## src/rtl/ram_port_arbiter_if.sv

```systemverilog
// Bundle of requester handshakes (m0 = core LSU, m1 = DMA/debug loader) and
// the single RAM read/write port they share. The arbiter takes the slave
// view; the requesters and memory model take the master view.
interface ram_port_arbiter_if;
    // m0 requester
    logic        m0_req_i;
    logic        m0_we_i;
    logic [31:0] m0_addr_i;
    logic [31:0] m0_wdata_i;
    logic [3:0]  m0_be_i;
    logic        m0_gnt_o;
    logic        m0_ack_o;
    logic [31:0] m0_rdata_o;
    // m1 requester
    logic        m1_req_i;
    logic        m1_we_i;
    logic [31:0] m1_addr_i;
    logic [31:0] m1_wdata_i;
    logic [3:0]  m1_be_i;
    logic        m1_gnt_o;
    logic        m1_ack_o;
    logic [31:0] m1_rdata_o;
    // RAM port
    logic        ram_wr_en_o;
    logic [31:0] ram_wr_addr_o;
    logic [31:0] ram_wr_data_o;
    logic        ram_rd_en_o;
    logic [31:0] ram_rd_addr_o;
    logic [31:0] ram_rd_data_i;

    modport slave (
        input  m0_req_i, m0_we_i, m0_addr_i, m0_wdata_i, m0_be_i,
        output m0_gnt_o, m0_ack_o, m0_rdata_o,
        input  m1_req_i, m1_we_i, m1_addr_i, m1_wdata_i, m1_be_i,
        output m1_gnt_o, m1_ack_o, m1_rdata_o,
        output ram_wr_en_o, ram_wr_addr_o, ram_wr_data_o,
        output ram_rd_en_o, ram_rd_addr_o,
        input  ram_rd_data_i
    );

    modport master (
        output m0_req_i, m0_we_i, m0_addr_i, m0_wdata_i, m0_be_i,
        input  m0_gnt_o, m0_ack_o, m0_rdata_o,
        output m1_req_i, m1_we_i, m1_addr_i, m1_wdata_i, m1_be_i,
        input  m1_gnt_o, m1_ack_o, m1_rdata_o,
        input  ram_wr_en_o, ram_wr_addr_o, ram_wr_data_o,
        input  ram_rd_en_o, ram_rd_addr_o,
        output ram_rd_data_i
    );
endinterface

```

## src/rtl/ram_port_arbiter.sv

```systemverilog
// Two-requester arbiter for the single word-wide RAM port. One transaction is
// in flight at a time. Sub-word stores become a read-modify-write: the old
// word is read in the grant cycle and the merged word written in MERGE.
module ram_port_arbiter #(
    parameter int unsigned RAM_AW     = 21,
    parameter bit          FIXED_PRIO = 1'b0
) (
    input  logic               clk_i,
    input  logic               rst_i,
    ram_port_arbiter_if.slave  bus
);

    // Keeps RAM_AW low bits, drops the byte offset so every access is a word.
    localparam logic [31:0] ADDR_MASK =
        ((RAM_AW >= 32) ? 32'hFFFF_FFFF : ((32'h1 << RAM_AW) - 32'h1)) & 32'hFFFF_FFFC;

    typedef enum logic [1:0] {
        IDLE  = 2'd0,
        MERGE = 2'd1,
        ACK   = 2'd2
    } state_e;

    state_e      state_q,    state_d;
    logic        last_gnt_q, last_gnt_d;   // id of the last requester granted
    logic        win_q,      win_d;        // id of the transaction in flight
    logic        we_q,       we_d;
    logic [31:0] aaddr_q,    aaddr_d;
    logic [31:0] wdata_q,    wdata_d;
    logic [3:0]  be_q,       be_d;
    logic [31:0] rdata_q,    rdata_d;

    // Winner selection and payload mux for the grant cycle
    logic        any_req;
    logic        win_sel;
    logic        sel_we;
    logic [31:0] sel_aaddr;
    logic [31:0] sel_wdata;
    logic [3:0]  sel_be;

    // Pick the winner among current requests and mux its payload
    always_comb begin
        any_req = bus.m0_req_i | bus.m1_req_i;
        if (bus.m0_req_i && bus.m1_req_i) begin
            win_sel = FIXED_PRIO ? 1'b0 : ~last_gnt_q;
        end else begin
            win_sel = bus.m1_req_i;
        end
        sel_we    = win_sel ? bus.m1_we_i    : bus.m0_we_i;
        sel_aaddr = (win_sel ? bus.m1_addr_i : bus.m0_addr_i) & ADDR_MASK;
        sel_wdata = win_sel ? bus.m1_wdata_i : bus.m0_wdata_i;
        sel_be    = win_sel ? bus.m1_be_i    : bus.m0_be_i;
    end

    // Next-state, datapath capture and all outputs
    always_comb begin
        // NOTE: every signal written here gets a default first, so no path
        // through the case statement can leave one unassigned and infer a latch.
        state_d    = state_q;
        last_gnt_d = last_gnt_q;
        win_d      = win_q;
        we_d       = we_q;
        aaddr_d    = aaddr_q;
        wdata_d    = wdata_q;
        be_d       = be_q;
        rdata_d    = rdata_q;

        bus.m0_gnt_o      = 1'b0;
        bus.m0_ack_o      = 1'b0;
        bus.m0_rdata_o    = 32'h0;
        bus.m1_gnt_o      = 1'b0;
        bus.m1_ack_o      = 1'b0;
        bus.m1_rdata_o    = 32'h0;
        bus.ram_wr_en_o   = 1'b0;
        bus.ram_wr_addr_o = 32'h0;
        bus.ram_wr_data_o = 32'h0;
        bus.ram_rd_en_o   = 1'b0;
        bus.ram_rd_addr_o = 32'h0;

        // While reset is held every output stays idle, so an interrupted
        // transaction can neither write the RAM nor acknowledge.
        if (!rst_i) begin
            unique case (state_q)
                IDLE: begin
                    if (any_req) begin
                        bus.m0_gnt_o = ~win_sel;
                        bus.m1_gnt_o =  win_sel;
                        win_d      = win_sel;
                        last_gnt_d = win_sel;
                        we_d       = sel_we;
                        aaddr_d    = sel_aaddr;
                        wdata_d    = sel_wdata;
                        be_d       = sel_be;
                        if (!sel_we) begin
                            bus.ram_rd_en_o   = 1'b1;
                            bus.ram_rd_addr_o = sel_aaddr;
                            rdata_d = bus.ram_rd_data_i;
                            state_d = ACK;
                        end else if (sel_be == 4'hF) begin
                            bus.ram_wr_en_o   = 1'b1;
                            bus.ram_wr_addr_o = sel_aaddr;
                            bus.ram_wr_data_o = sel_wdata;
                            state_d = ACK;
                        end else if (sel_be != 4'h0) begin
                            // Fetch the old word; lanes not enabled are kept.
                            bus.ram_rd_en_o   = 1'b1;
                            bus.ram_rd_addr_o = sel_aaddr;
                            rdata_d = bus.ram_rd_data_i;
                            state_d = MERGE;
                        end else begin
                            // Empty byte mask: acknowledge without touching RAM.
                            state_d = ACK;
                        end
                    end
                end

                MERGE: begin
                    bus.ram_wr_en_o   = 1'b1;
                    bus.ram_wr_addr_o = aaddr_q;
                    for (int k = 0; k < 4; k++) begin
                        bus.ram_wr_data_o[8*k +: 8] =
                            be_q[k] ? wdata_q[8*k +: 8] : rdata_q[8*k +: 8];
                    end
                    state_d = ACK;
                end

                ACK: begin
                    if (win_q) begin
                        bus.m1_ack_o   = 1'b1;
                        bus.m1_rdata_o = we_q ? 32'h0 : rdata_q;
                    end else begin
                        bus.m0_ack_o   = 1'b1;
                        bus.m0_rdata_o = we_q ? 32'h0 : rdata_q;
                    end
                    state_d = IDLE;
                end

                default: begin
                    state_d = IDLE;
                end
            endcase
        end
    end

    // State and latched-transaction registers with synchronous reset
    always_ff @(posedge clk_i) begin
        // NOTE: non-blocking assignments make every register sample the values
        // from before this edge, independent of statement order.
        if (rst_i) begin
            state_q    <= IDLE;
            last_gnt_q <= 1'b1;
            win_q      <= 1'b0;
            we_q       <= 1'b0;
            aaddr_q    <= 32'h0;
            wdata_q    <= 32'h0;
            be_q       <= 4'h0;
            rdata_q    <= 32'h0;
        end else begin
            state_q    <= state_d;
            last_gnt_q <= last_gnt_d;
            win_q      <= win_d;
            we_q       <= we_d;
            aaddr_q    <= aaddr_d;
            wdata_q    <= wdata_d;
            be_q       <= be_d;
            rdata_q    <= rdata_d;
        end
    end

endmodule

```

## src/flat_wrapper.sv

```systemverilog
// flat-port wrapper written by rule: the top's interface ports become plain ports
module ram_port_arbiter_flat 
#(
    parameter int unsigned RAM_AW     = 21,
    parameter bit          FIXED_PRIO = 1'b0
)
  (clk_i, rst_i, bus_m0_req_i, bus_m0_we_i, bus_m0_addr_i, bus_m0_wdata_i, bus_m0_be_i, bus_m0_gnt_o, bus_m0_ack_o, bus_m0_rdata_o, bus_m1_req_i, bus_m1_we_i, bus_m1_addr_i, bus_m1_wdata_i, bus_m1_be_i, bus_m1_gnt_o, bus_m1_ack_o, bus_m1_rdata_o, bus_ram_wr_en_o, bus_ram_wr_addr_o, bus_ram_wr_data_o, bus_ram_rd_en_o, bus_ram_rd_addr_o, bus_ram_rd_data_i);
  ram_port_arbiter_if bus_i ();
  input  logic clk_i;
  input  logic rst_i;
  input wire logic [$bits(bus_i.m0_req_i)-1:0] bus_m0_req_i;
  input wire logic [$bits(bus_i.m0_we_i)-1:0] bus_m0_we_i;
  input wire logic [$bits(bus_i.m0_addr_i)-1:0] bus_m0_addr_i;
  input wire logic [$bits(bus_i.m0_wdata_i)-1:0] bus_m0_wdata_i;
  input wire logic [$bits(bus_i.m0_be_i)-1:0] bus_m0_be_i;
  output wire logic [$bits(bus_i.m0_gnt_o)-1:0] bus_m0_gnt_o;
  output wire logic [$bits(bus_i.m0_ack_o)-1:0] bus_m0_ack_o;
  output wire logic [$bits(bus_i.m0_rdata_o)-1:0] bus_m0_rdata_o;
  input wire logic [$bits(bus_i.m1_req_i)-1:0] bus_m1_req_i;
  input wire logic [$bits(bus_i.m1_we_i)-1:0] bus_m1_we_i;
  input wire logic [$bits(bus_i.m1_addr_i)-1:0] bus_m1_addr_i;
  input wire logic [$bits(bus_i.m1_wdata_i)-1:0] bus_m1_wdata_i;
  input wire logic [$bits(bus_i.m1_be_i)-1:0] bus_m1_be_i;
  output wire logic [$bits(bus_i.m1_gnt_o)-1:0] bus_m1_gnt_o;
  output wire logic [$bits(bus_i.m1_ack_o)-1:0] bus_m1_ack_o;
  output wire logic [$bits(bus_i.m1_rdata_o)-1:0] bus_m1_rdata_o;
  output wire logic [$bits(bus_i.ram_wr_en_o)-1:0] bus_ram_wr_en_o;
  output wire logic [$bits(bus_i.ram_wr_addr_o)-1:0] bus_ram_wr_addr_o;
  output wire logic [$bits(bus_i.ram_wr_data_o)-1:0] bus_ram_wr_data_o;
  output wire logic [$bits(bus_i.ram_rd_en_o)-1:0] bus_ram_rd_en_o;
  output wire logic [$bits(bus_i.ram_rd_addr_o)-1:0] bus_ram_rd_addr_o;
  input wire logic [$bits(bus_i.ram_rd_data_i)-1:0] bus_ram_rd_data_i;
  assign bus_i.m0_req_i = bus_m0_req_i;
  assign bus_i.m0_we_i = bus_m0_we_i;
  assign bus_i.m0_addr_i = bus_m0_addr_i;
  assign bus_i.m0_wdata_i = bus_m0_wdata_i;
  assign bus_i.m0_be_i = bus_m0_be_i;
  assign bus_m0_gnt_o = bus_i.m0_gnt_o;
  assign bus_m0_ack_o = bus_i.m0_ack_o;
  assign bus_m0_rdata_o = bus_i.m0_rdata_o;
  assign bus_i.m1_req_i = bus_m1_req_i;
  assign bus_i.m1_we_i = bus_m1_we_i;
  assign bus_i.m1_addr_i = bus_m1_addr_i;
  assign bus_i.m1_wdata_i = bus_m1_wdata_i;
  assign bus_i.m1_be_i = bus_m1_be_i;
  assign bus_m1_gnt_o = bus_i.m1_gnt_o;
  assign bus_m1_ack_o = bus_i.m1_ack_o;
  assign bus_m1_rdata_o = bus_i.m1_rdata_o;
  assign bus_ram_wr_en_o = bus_i.ram_wr_en_o;
  assign bus_ram_wr_addr_o = bus_i.ram_wr_addr_o;
  assign bus_ram_wr_data_o = bus_i.ram_wr_data_o;
  assign bus_ram_rd_en_o = bus_i.ram_rd_en_o;
  assign bus_ram_rd_addr_o = bus_i.ram_rd_addr_o;
  assign bus_i.ram_rd_data_i = bus_ram_rd_data_i;
  ram_port_arbiter #(.RAM_AW(RAM_AW), .FIXED_PRIO(FIXED_PRIO)) u_core (.clk_i(clk_i), .rst_i(rst_i), .bus(bus_i));
endmodule
```

## config.mk

```make
export PLATFORM = sky130hd
export DESIGN_NAME = ram_port_arbiter_flat
export DESIGN_NICKNAME = d
export VERILOG_FILES = /design/src/rtl/ram_port_arbiter_if.sv /design/src/rtl/ram_port_arbiter.sv /design/src/flat_wrapper.sv
export SDC_FILE = /design/constraint.sdc
export NUM_CORES = 1
export LEC_CHECK = 0
export ABC_AREA = 1
export BUFFER_PORTS_ARGS = -buffer_cell sky130_fd_sc_hd__buf_4
export CAP_MARGIN = 0
export CORE_ASPECT_RATIO = 0.8
export CORE_MARGIN = 5
export CORE_UTILIZATION = 40
export CTS_BUF_LIST = sky130_fd_sc_hd__clkbuf_8 sky130_fd_sc_hd__clkbuf_16
export CTS_CLUSTER_DIAMETER = 80
export CTS_CLUSTER_SIZE = 24
export DETAILED_ROUTE_END_ITERATION = 6
export PLACE_DENSITY = 0.73
export SLEW_MARGIN = 20
export SYNTH_ARGS = -nofsm -noshare
export SYNTH_HDL_FRONTEND = slang
export SYNTH_SLANG_ARGS = --single-unit
```

## constraint.sdc

```tcl
create_clock -name clk_i -period 5.88 [get_ports clk_i]
set_clock_uncertainty 0.1 [all_clocks]
set_input_delay 1.176 -clock clk_i [delete_from_list [all_inputs] [get_ports clk_i]]
set_output_delay 1.176 -clock clk_i [all_outputs]
set_load 0.1 [all_outputs]
```

======== Yosys cells after proc, flatten, opt, wreduce, memory -nomap -nowiden ========
Index checks and enable logic that the tools add are counted.
cells by class
  reduce and logical (&&, ||, !) cells .... 5
  multiplexer cells ....................... 63
  equal/unequal tests ..................... 6
  bitwise gates (word level) .............. 3
operators with widths
  kind                                                    count
  2-to-1 mux 32 bit                                       23
  case mux 32 bit (2 select lines)                        2
  2-to-1 mux 21 bit                                       3
  2-to-1 mux 8 bit                                        4
  2-to-1 mux 1 bit                                        24
  2-to-1 mux 2 bit                                        4
  equality test 4 bit (second input constant)             1
  2-to-1 mux 4 bit                                        1
  inequality test 2 bit (second input constant)           2
  case mux 2 bit (2 select lines)                         1
  AND reduction 4 bit                                     1
  nonzero test 4 bit                                      1
  equality test 2 x 1 -> 1 bit (second input constant)    1
  equality test 2 bit (second input constant)             1
  zero test 2 bit                                         1
  inequality test 2 x 1 -> 1 bit (second input constant)  1
  inverter 1 bit                                          2
  case mux 1 bit (2 select lines)                         1
  AND reduction 2 bit                                     1
  logical AND 1 bit                                       1
  OR 1 bit                                                1
word-level totals
  logic and storage cells ................. 85
  flip-flop bits (word level) ............. 92
  input bits .............................. 174

======== Logic depth before layout (Yosys ltp) ========
Gate-level depths: netlist (run 1).
  word-level depth ........................ 10
  mapped depth ............................ 12
  gate-level depth less buffers ........... 11

======== Worst setup path after synthesis (run 1) ========
No wires, ideal clock.
  kind .................................... input-to-output
  start point ............................. input port rst_i
  end point ............................... output port bus_m0_rdata_o[10]
  arrival ................................. 5,351 ps
  buffers on the path ..................... 2
  stages on the path ...................... 5
  setup slack ............................. -747 ps
  path through ............................ clkbuf_1 nor3_1 inv_1 clkbuf_1 nor2_1
on the way
  longest elaborated chain between the ends .. 1
RTL lines
  element            RTL line                text
  start, declared    flat_wrapper.sv:10      input logic rst_i;
  2-to-1 mux 32 bit  ram_port_arbiter.sv:81  if (!rst_i) begin
  end, declared      flat_wrapper.sv:18      output wire logic [$bits(bus_i.m0_rdata_o)-1:0] bus_m0_rdata_o;
No other way between the ends.

======== Final worst setup path (run 1) ========
  start point ............................. input port bus_m0_req_i
  end point ............................... output port bus_ram_wr_data_o[21]
on the way
  longest elaborated chain between the ends .. 9
  elaborated cells between the ends (all ways) .. 12
  classes of those cells .................. eq/ne: 1; mux: 9; bitwise: 1; reduce/logical: 1
RTL lines
  element                               RTL line                text
  start, declared                       flat_wrapper.sv:11      input wire logic [$bits(bus_i.m0_req_i)-1:0] bus_m0_req_i;
  logical AND 1 bit                     ram_port_arbiter.sv:43  if (bus.m0_req_i && bus.m1_req_i) begin
  2-to-1 mux 1 bit                      ram_port_arbiter.sv:43
  2-to-1 mux 4 bit                      ram_port_arbiter.sv:51  sel_be = win_sel ? bus.m1_be_i : bus.m0_be_i;
  equality test 4 bit                   ram_port_arbiter.sv:98  end else if (sel_be == 4'hF) begin
  2-to-1 mux 32 bit                     ram_port_arbiter.sv:98
  2-to-1 mux 32 bit                     ram_port_arbiter.sv:93  if (!sel_we) begin
  2-to-1 mux 32 bit (*)                 ram_port_arbiter.sv:84  if (any_req) begin
  case mux 32 bit (2 select lines) (*)  ram_port_arbiter.sv:82  unique case (state_q)
  2-to-1 mux 32 bit (*)                 ram_port_arbiter.sv:81
  end, declared                         flat_wrapper.sv:29      output wire logic [$bits(bus_i.ram_wr_data_o)-1:0] bus_ram_wr_data_o;
Every way passes the cells marked *; elsewhere a longest branch is shown, timed or not.

==> flow_summary.rst, run 1 <==
.. list-table::
   :header-rows: 1

   * - Metric
     - Value
   * - Result of the run
     - complete, no violations
   * - Synth top area cells
     - sky130_fd_sc_hd__dfxtp_1, sky130_fd_sc_hd__nand2_1, sky130_fd_sc_hd__a21oi_1, sky130_fd_sc_hd__nor2_1, sky130_fd_sc_hd__inv_1
   * - IO Port Bufs
     - 287
   * - Routed Wire Length
     - 22,300 µm
   * - Global-route wire length before repair
     - 33,500 µm
   * - Die width
     - 148 µm
   * - Standard cell with the maximum stage delay on the critical path
     - sky130_fd_sc_hd__nor2_8
   * - Clock Sinks
     - 92
   * - Library cell occupying the most area in the post-synthesis netlist
     - sky130_fd_sc_hd__dfxtp_1
   * - Unrepaired setup endpoints after global routing
     - false
   * - Clock tree from TritonCTS
     - built
   * - Total design power
     - 2.21 mW
   * - #FFs+latches synth
     - 92
   * - Worst max-slew margin expressed relative to the limit
     - 24.8%
   * - Clock transition at the registers of the reported paths
     - 0.06 ns
   * - Crit end category
     - output port
   * - Remaining Overflow, GRT
     - 0
   * - Cell repeated most along the worst path
     - sky130_fd_sc_hd__buf_4
   * - Summed instance area of the synthesized netlist
     - 6100 µm²
   * - Final setup margin
     - 1.07 ns
   * - Number of antenna diodes
     - 0
   * - Detailed-router iteration count before antenna repair
     - 5
   * - CTS root buf
     - sky130_fd_sc_hd__clkbuf_16
   * - Cells after Synth
     - 973
   * - Max-slew violations
     - 0
   * - Layout Nets
     - 1,382
   * - Multi-input logic area
     - 3350 µm²
   * - Post-synth ARST share
     - 0%
   * - Top-count cell post-synth
     - sky130_fd_sc_hd__nand2_1
   * - Starting density of the core
     - 40.6%
   * - Detailed Route Iter0 Violations
     - 494
   * - FILL cells
     - 1,534
   * - Vias/cell
     - 4.96
   * - Number of cells in the finished layout apart from fillers
     - 1,402
   * - Drt drc
     - 0
   * - Fraction of the cycle the final worst path needs
     - 81.8%
   * - Number of top-level pins
     - 340
   * - Number of flops mapped to enable cells by yosys
     - 0
   * - Weighted congestion reported at the end of routability-driven placement
     - 0.879
   * - Count of vias placed by the detailed router
     - 6,949
   * - Maximum clock frequency
     - 208 MHz
   * - Leakage
     - 4.11 nW
   * - Core region area
     - 15,000 µm²
   * - DIE AREA
     - 17,800 µm²
   * - Post-synthesis area per instance
     - 6.27 µm²
   * - Worst path cell trace
     - buf_4 -> nand2_2 -> nand2_4 -> clkinv_2 -> nor2_8 -> a22oi_1 -> or2_1 -> a21oi_1 -> buf_4
   * - Reported max-cap violation count
     - 0
   * - Post-synth top flop
     - sky130_fd_sc_hd__dfxtp_1
   * - Number of instances resized during post-cts repair
     - 0
   * - Number of hold buffers added after cts
     - 0
   * - H-tree depth
     - 3
   * - FP Rows
     - 40
   * - Power Density
     - 264 nW/µm²
   * - Detail-routed net length per standard cell
     - 15.9 µm
   * - Cell total after placement
     - 1,386
   * - Pin slew with the least headroom to its limit
     - 1.13 ns
   * - Sequential standard cell area
     - 1840 µm²
   * - Pin count of the biggest net entering global routing
     - 65
   * - CP arrival
     - 3.54 ns
   * - Synth top cells by count
     - sky130_fd_sc_hd__nand2_1, sky130_fd_sc_hd__a21oi_1, sky130_fd_sc_hd__nor2_1
   * - Initial antenna violation count
     - 0
   * - Post-Route Setup TNS
     - 0 ns
   * - Number of library cell types mapped by synthesis
     - 32
   * - Max rail drop VDD
     - 0.000214 V
   * - CTS max path bufs
     - 2
   * - Number of buffers inserted during clock tree synthesis
     - 9
   * - Overall Global Routing Usage
     - 23.4%
   * - Die Y
     - 120 µm
   * - Pre-CTS WS
     - 1.07 ns
   * - Peak per-stage delay on the critical path
     - 0.60 ns
   * - Layout-stage area growth over the synthesis result
     - 37.8%
   * - Crit path required time
     - 4.60 ns
   * - Min cycle time layout
     - 4.81 ns
   * - Critical path class
     - in -> out
   * - Max FO, Critical Path
     - 46
   * - Final hold violation count
     - 0
   * - Sequential-to-total area share from yosys stat
     - 30.2%
   * - Vias in the first global route
     - 6,347
   * - Final setup violation count
     - 0
   * - Worst-skew pair later-pin latency
     - 0.34 ns
   * - Post-route ant nets
     - 0
   * - Worst hold path class
     - reg -> reg
   * - Ratio of cells with drive above 1 in the final layout
     - 29.3%
   * - Cell class contributing the biggest share of worst-path delay
     - simple AND/OR/NAND/NOR gates
   * - Yosys warning total
     - 0
   * - Number of buffer and inverter instances along the worst setup path
     - 3
   * - Setup fix buffers added after clock tree synthesis
     - 0
   * - Detailed placer's ending HPWL
     - 16,300 µm
   * - Startpoint Class
     - primary input
   * - Proportion of netlist area held by the largest area contributor
     - 30.2%
## cells by family after synthesis
| group | synth area share, % |
|---|---|
| AO/OA/AOI/OAI | 20.4 |
| buffers and inverters | 16.4 |
| flip-flops | 30.2 |
| other | 0.0615 |
| AND/OR/NAND/NOR | 32.9 |
## per-stage QoR
stage / hold slack (ns) / utilization, % / cell area [µm²]
final: 0.362 / 56.0 / 8410
after global routing: 0.380 / 56.0 / 8410
after CTS: 0.363 / 56.0 / 8410
after detailed placement: 0.352 / 53.9 / 8100
after global placement: 0.349 / 53.9 / 8100
after floorplan: 0.341 / - / 6190
## where the power goes
part           internal [mW]  total (mW)  switching (mW)
Clock                  0.337       0.604           0.267
Sequential             0.702       0.740          0.0386
Combinational          0.224       0.871           0.647
## state kept, by name, indices dropped and copies added (netlist names)
register and flops:
u_core.win_q 1, u_core.we_q 1, u_core.wdata_q 32, u_core.be_q 4, u_core.last_gnt_q 1, u_core.state_q 2
u_core.aaddr_q 19, u_core.rdata_q 32
## cells in the final DEF (no fill, tap or decap), types with 4 or more instances in the layout
cell,count
sky130_fd_sc_hd__o21ai_0,38
sky130_fd_sc_hd__nand2_2,14
sky130_fd_sc_hd__inv_2,16
sky130_fd_sc_hd__nand4_1,32
sky130_fd_sc_hd__buf_4,295
sky130_fd_sc_hd__nor2_1,123
sky130_fd_sc_hd__clkbuf_16,9
sky130_fd_sc_hd__nand3_1,5
sky130_fd_sc_hd__a22oi_1,45
sky130_fd_sc_hd__conb_1,26
sky130_fd_sc_hd__a21oi_1,139
sky130_fd_sc_hd__nand2_1,201
sky130_fd_sc_hd__dfxtp_1,92
sky130_fd_sc_hd__inv_1,103
sky130_fd_sc_hd__nor3_1,4
sky130_fd_sc_hd__or2_1,45
## per-layer routing
metal	up-vias	GRT usage, %	share of wire, %
li1	3526	-	-
met1	3127	30.2	43
met2	278	40.3	48
met3	18	5.70	8.2
met5	-	0	0
met4	0	4.50	1.2
## tightest hold or removal path: stages, from the launching register on
cell	delay, ns
sky130_fd_sc_hd__dfxtp_1	0.31
sky130_fd_sc_hd__nand2_1	0.06
sky130_fd_sc_hd__a21oi_1	0.05
## path summary, 6_finish.rpt
kind	startpoint	endpoint	slack (ns)	depth (start not counted)
min	u_core.wdata_q[22]$_SDFFE_PP0P_	u_core.wdata_q[22]$_SDFFE_PP0P_	0.36	2
min reg2reg	u_core.wdata_q[22]$_SDFFE_PP0P_	u_core.wdata_q[22]$_SDFFE_PP0P_	0.36	2
max	bus_m0_req_i	bus_ram_wr_data_o[21]	1.07	9
max reg2reg	u_core.state_q[0]$_SDFFE_PP0P_	u_core.rdata_q[17]$_SDFFE_PP0P_	3.25	9
## cell type report
| class | count | share of cell area, % |
|---|---|---|
| clock buffers | 9 | 2.68 |
| clock inverters | 7 | 0.997 |
| inverters | 120 | 5.37 |
| multi-input cells | 690 | 39.9 |
| flip-flops and latches | 92 | 21.9 |
| well taps | 189 | 2.81 |
| repair buffers | 295 | 26.3 |
Power figures use the tool's default switching activity.
==> run 2: changes to the inputs <==
Settings changed: PLACE_DENSITY 0.73 to 0.76.
Clock period 5.88 ns to 4.1 ns, I/O delays scaled along.
==> flow_summary.rst, run 2 (same netlist as run 1, synthesis figures left out) <==
.. list-table::
   :header-rows: 1

   * - Metric
     - Value
   * - Result of the run
     - complete, no violations
   * - Detailed placer's ending HPWL
     - 17,000 µm
   * - Uppermost metal layer occupied by signal nets
     - met4
   * - Detail-routed net length per standard cell
     - 15.7 µm
   * - Die width
     - 148 µm
   * - Post-Route M1 WL
     - 9780 µm
   * - CTS root buf
     - sky130_fd_sc_hd__clkbuf_16
   * - Fraction of the cycle the final worst path needs
     - 91.5%
   * - Wire length on met2
     - 10,400 µm
   * - Worst path cell trace
     - buf_4 -> nand2_2 -> nand2_4 -> clkinv_2 -> nor2_8 -> buf_12 -> a22oi_1 -> or2_1 -> a21oi_2 -> buf_4
   * - Crit end category
     - output port
   * - Number of hold buffers added after cts
     - 0
   * - Layout Nets
     - 1,393
   * - Starting density of the core
     - 40.6%
   * - Routed Wire Length
     - 22,200 µm
   * - Maximum clock frequency
     - 267 MHz
   * - Vias in the first global route
     - 6,454
   * - Post-Route Setup TNS
     - 0 ns
   * - Worst-skew pair later-pin latency
     - 0.33 ns
   * - Cell total after placement
     - 1,397
   * - Clock tree from TritonCTS
     - built
   * - FILL cells
     - 1,428
   * - Weighted congestion reported at the end of routability-driven placement
     - 0.886
   * - Initial antenna violation count
     - 0
   * - Overall Global Routing Usage
     - 23.6%
   * - Cell class contributing the biggest share of worst-path delay
     - simple AND/OR/NAND/NOR gates
   * - Max rail drop VDD
     - 0.000203 V
   * - CP Launch Point
     - bus_m0_req_i
   * - Core region area
     - 15,000 µm²
   * - Ratio of cells with drive above 1 in the final layout
     - 39.5%
   * - FP Rows
     - 40
   * - Layout-stage area growth over the synthesis result
     - 51.0%
   * - Global-route wire length before repair
     - 34,000 µm
   * - Final setup violation count
     - 0
   * - Leakage
     - 4.20 nW
   * - Number of top-level pins
     - 340
   * - Die Y
     - 120 µm
   * - Power Density
     - 356 nW/µm²
   * - Critical path class
     - in -> out
   * - Post-route ant nets
     - 0
   * - Standard cell with the maximum stage delay on the critical path
     - sky130_fd_sc_hd__buf_4
   * - Drt drc
     - 0
   * - Number of cells in the finished layout apart from fillers
     - 1,413
   * - Number of instances resized during post-cts repair
     - 0
   * - Commonest non-fill, non-tap cell in the layout
     - sky130_fd_sc_hd__buf_4
   * - Vias/cell
     - 4.92
   * - Number of buffers inserted during clock tree synthesis
     - 9
   * - Remaining Overflow, GRT
     - 0
   * - IO Port Bufs
     - 287
   * - Worst hold path class
     - reg -> reg
   * - Commonest cells after routing, fill and taps aside
     - sky130_fd_sc_hd__buf_4, sky130_fd_sc_hd__nand2_1, sky130_fd_sc_hd__inv_1
   * - Detailed-router iteration count before antenna repair
     - 5
   * - Pin count of the biggest net entering global routing
     - 45
   * - Largest registers in the final layout
     - u_core.rdata_q x32, u_core.wdata_q x32, u_core.aaddr_q x19
   * - Number of buffer and inverter instances along the worst setup path
     - 4
   * - Startpoint of the lowest-slack register-to-register path
     - u_core.state_q[0]$_SDFFE_PP0P_
   * - Peak per-stage delay on the critical path
     - 0.31 ns
   * - Final core utilization
     - 61.4%
   * - Reported max-cap violation count
     - 0
   * - Unrepaired setup endpoints after global routing
     - false
   * - Max FO, Critical Path
     - 27
   * - Max-slew violations
     - 0
   * - Number of antenna diodes
     - 0
   * - Count of vias placed by the detailed router
     - 6,945
   * - Sequential standard cell area
     - 1840 µm²
   * - CP arrival
     - 2.83 ns
   * - Multi-input logic area
     - 4020 µm²
   * - Startpoint Class
     - primary input
   * - Crit path required time
     - 3.18 ns
   * - Setup fix buffers added after clock tree synthesis
     - 0
   * - Cell repeated most along the worst path
     - sky130_fd_sc_hd__buf_4
   * - CTS max path bufs
     - 2
   * - H-tree depth
     - 3
   * - Hold Crit Start
     - u_core.wdata_q[29]$_SDFFE_PP0P_
   * - Pin slew with the least headroom to its limit
     - 1.07 ns
   * - Detailed Route Iter0 Violations
     - 456
   * - Met3 Wirelength
     - 1780 µm
   * - Final hold violation count
     - 0
   * - Min cycle time layout
     - 3.75 ns
   * - DIE AREA
     - 17,800 µm²
   * - Clock transition at the registers of the reported paths
     - 0.06 ns
   * - Worst max-slew margin expressed relative to the limit
     - 28.7%
   * - Clock Sinks
     - 92
==> run 2: through the flow <==
step / cell area [µm²] / setup WS (ns) / hold WS [ns] / total power, mW
CTS: 9210 / 0.334 / 0.363 / 3.31
global route: 9210 / 0.196 / 0.379 / 3.45
floorplan: 6860 / -0.777 / 0.341 / 2.12
detailed placement: 8900 / 0.335 / 0.352 / 2.44
finish: 9210 / 0.348 / 0.361 / 3.28
global placement: 8900 / 0.340 / 0.349 / 2.42
==> run 2: final cells by class <==
type | instances | area share (%)
multi-input cells | 690 | 43.7
inverters | 120 | 4.90
clock inverters | 5 | 0.652
well taps | 189 | 2.57
flip-flops and latches | 92 | 20.0
clock buffers | 11 | 2.74
repair buffers | 306 | 25.5
==> run 2: power breakdown <==
group | internal [mW] | switching [mW]
Sequential | 1.01 | 0.0567
Clock | 0.509 | 0.358
Combinational | 0.352 | 0.999
==> run 2: path summary, 6_finish.rpt <==
check	endpoint	slack, ns	depth (start not counted)
max	bus_ram_wr_addr_o[11]	0.35	10
min	u_core.wdata_q[29]$_SDFFE_PP0P_	0.36	2
max reg2reg	u_core.rdata_q[17]$_SDFFE_PP0P_	1.44	9
min reg2reg	u_core.wdata_q[29]$_SDFFE_PP0P_	0.36	2
==> run 2: routing by layer <==
metal | vias up | track usage [%]
li1 | 3546 | -
met1 | 3122 | 31.4
met2 | 265 | 39.3
met3 | 12 | 5.96
met4 | 0 | 3.92
met5 | - | 0
==> run 2: worst min-delay path, stage by stage (launching register included) <==
cell and delay (ns):
sky130_fd_sc_hd__dfxtp_1 0.31, sky130_fd_sc_hd__nand2_1 0.06, sky130_fd_sc_hd__a21oi_1 0.05
==> run 3: changes to the inputs <==
==> constraint.sdc (replaced) <==
create_clock -name clk_i -period 4.1 [get_ports clk_i]
set_clock_uncertainty 0.1 [all_clocks]
set_input_delay 0.205 -clock clk_i [delete_from_list [all_inputs] [get_ports clk_i]]
set_output_delay 0.205 -clock clk_i [all_outputs]
set_load 0.1 [all_outputs]
==> flow_summary.rst, run 3 (same netlist as run 1, synthesis figures left out) <==
.. list-table::
   :header-rows: 1

   * - Metric
     - Value
   * - Result of the run
     - complete, no violations
   * - Max FO, Critical Path
     - 32
   * - FILL cells
     - 1,525
   * - Drt drc
     - 0
   * - Detailed Route Iter0 Violations
     - 607
   * - Number of instances resized during post-cts repair
     - 0
   * - Vias in the first global route
     - 6,401
   * - Commonest non-fill, non-tap cell in the layout
     - sky130_fd_sc_hd__buf_4
   * - Initial antenna violation count
     - 0
   * - Weighted congestion reported at the end of routability-driven placement
     - 0.861
   * - Clock transition at the registers of the reported paths
     - 0.07 ns
   * - CP arrival
     - 3.23 ns
   * - Detailed-router iteration count before antenna repair
     - 5
   * - FP Rows
     - 40
   * - Detail-routed net length per standard cell
     - 16.0 µm
   * - Reported max-cap violation count
     - 0
   * - GR peak layer
     - met2
   * - Die Y
     - 120 µm
   * - Largest registers in the final layout
     - u_core.rdata_q x32, u_core.wdata_q x32, u_core.aaddr_q x19
   * - Core region area
     - 15,000 µm²
   * - Startpoint Class
     - flip-flop
   * - Fraction of the cycle the final worst path needs
     - 86.1%
   * - Routed Wire Length
     - 22,400 µm
   * - Final setup violation count
     - 0
   * - Number of hold buffers added after cts
     - 0
   * - Area of placed instances
     - 8100 µm²
   * - Number of top-level pins
     - 340
   * - Met3 Use GR
     - 5.36%
   * - Power Density
     - 376 nW/µm²
   * - Overall Global Routing Usage
     - 23.9%
   * - Final hold violation count
     - 0
   * - Ratio of cells with drive above 1 in the final layout
     - 29.2%
   * - Global Route met1 Usage
     - 32.3%
   * - Worst-skew pair later-pin latency
     - 0.34 ns
   * - Vias/cell
     - 4.99
   * - Number of buffers inserted during clock tree synthesis
     - 9
   * - Max rail drop VDD
     - 0.000282 V
   * - Total design power
     - 3.15 mW
   * - Multi-input logic area
     - 3350 µm²
   * - Worst max-slew margin expressed relative to the limit
     - 31.0%
   * - Unrepaired setup endpoints after global routing
     - false
   * - Pin count of the biggest net entering global routing
     - 54
   * - Sequential standard cell area
     - 1840 µm²
   * - Crit end category
     - output port
   * - DIE AREA
     - 17,800 µm²
   * - CTS root buf
     - sky130_fd_sc_hd__clkbuf_16
   * - Maximum clock frequency
     - 283 MHz
   * - Met2 usage in global routing
     - 39.4%
   * - H-tree depth
     - 3
   * - Detailed placer's ending HPWL
     - 16,300 µm
   * - CTS max path bufs
     - 2
   * - Clock tree from TritonCTS
     - built
   * - Die width
     - 148 µm
   * - Count of vias placed by the detailed router
     - 6,999
   * - Global-route wire length before repair
     - 34,300 µm
   * - Crit path required time
     - 3.80 ns
   * - Worst hold path class
     - in -> reg
   * - Remaining Overflow, GRT
     - 0
   * - Starting density of the core
     - 40.6%
   * - Number of antenna diodes
     - 0
   * - Pin slew with the least headroom to its limit
     - 1.03 ns
   * - Critical path class
     - reg -> out
   * - Layout-stage area growth over the synthesis result
     - 37.7%
   * - Layout Nets
     - 1,383
   * - IO Port Bufs
     - 287
   * - Post-route ant nets
     - 0
   * - Commonest cells after routing, fill and taps aside
     - sky130_fd_sc_hd__buf_4, sky130_fd_sc_hd__nand2_1, sky130_fd_sc_hd__a21oi_1
   * - Clock Sinks
     - 92
   * - Min cycle time layout
     - 3.53 ns
   * - Final instance area
     - 8400 µm²
   * - Leakage
     - 4.11 nW
   * - Max-slew violations
     - 0
   * - Setup fix buffers added after clock tree synthesis
     - 0
-- run 3: cell types whose count changed in the layout (fill, tap and decap cells not counted), sizes merged --
cell,previous run,this run
buf,306,296
clkinvlp,0,2
inv,120,118
clkbuf,11,10
-- run 3: metal layers --
metal  wire length (µm)  vias up
met4                302        0
met1               9650     3138
met2              10400      315
met5                  0        -
met3               2020       20
li1                   -     3526
-- run 3: critical path, cell delays in order, from the launching register on --
cell and delay, ns:
sky130_fd_sc_hd__dfxtp_1 0.38, sky130_fd_sc_hd__inv_1 0.07, sky130_fd_sc_hd__nor2_1 0.09, sky130_fd_sc_hd__buf_4 0.27
sky130_fd_sc_hd__clkinv_1 0.86, sky130_fd_sc_hd__a21oi_1 0.54, sky130_fd_sc_hd__o21ai_0 0.15, sky130_fd_sc_hd__a21oi_1 0.17
sky130_fd_sc_hd__buf_4 0.34
-- run 3: final cells by class --
| class | count | share of cell area [%] |
|---|---|---|
| Clock buffer | 10 | 2.85 |
| Clock inverter | 5 | 0.641 |
| Sequential cell | 92 | 21.9 |
| Tap cell | 189 | 2.82 |
| Timing Repair Buffer | 296 | 26.5 |
| Inverter | 120 | 5.38 |
| Multi-Input combinational cell | 690 | 39.9 |
-- run 3: path summary, 6_finish.rpt --
| kind | from | endpoint | slack (ns) | cells after the start |
|---|---|---|---|---|
| setup / recovery | u_core.state_q[0]$_SDFFE_PP0P_ | bus_ram_wr_data_o[21] | 0.57 | 8 |
| hold / removal | bus_m0_wdata_i[7] | u_core.wdata_q[7]$_SDFFE_PP0P_ | 0.05 | 3 |
| setup reg to reg | u_core.last_gnt_q$_SDFFE_PP1P_ | u_core.rdata_q[3]$_SDFFE_PP0P_ | 1.47 | 12 |
| hold reg to reg | u_core.wdata_q[30]$_SDFFE_PP0P_ | u_core.wdata_q[30]$_SDFFE_PP0P_ | 0.36 | 2 |
-- run 3: report_power, final --
group / switching, mW / leakage [nW] / internal (mW)
combinational: 0.928 / 3.21 / 0.323
clock: 0.356 / 0.142 / 0.483
sequential: 0.0567 / 0.762 / 1.01
-- run 3: stage by stage --
stage	setup TNS, ns	hold slack (ns)	worst slack, ns	std cells	util, %
after floorplan	-43.59	0.301	-0.692	998	-
after global routing	0	0.0677	0.292	1402	55.9
after CTS	0	0.0430	0.742	1402	55.9
after detailed placement	0	0.353	1.11	1387	54.0
after global placement	0	0.349	1.12	1387	54.0
final	0	0.0493	0.569	1402	55.9
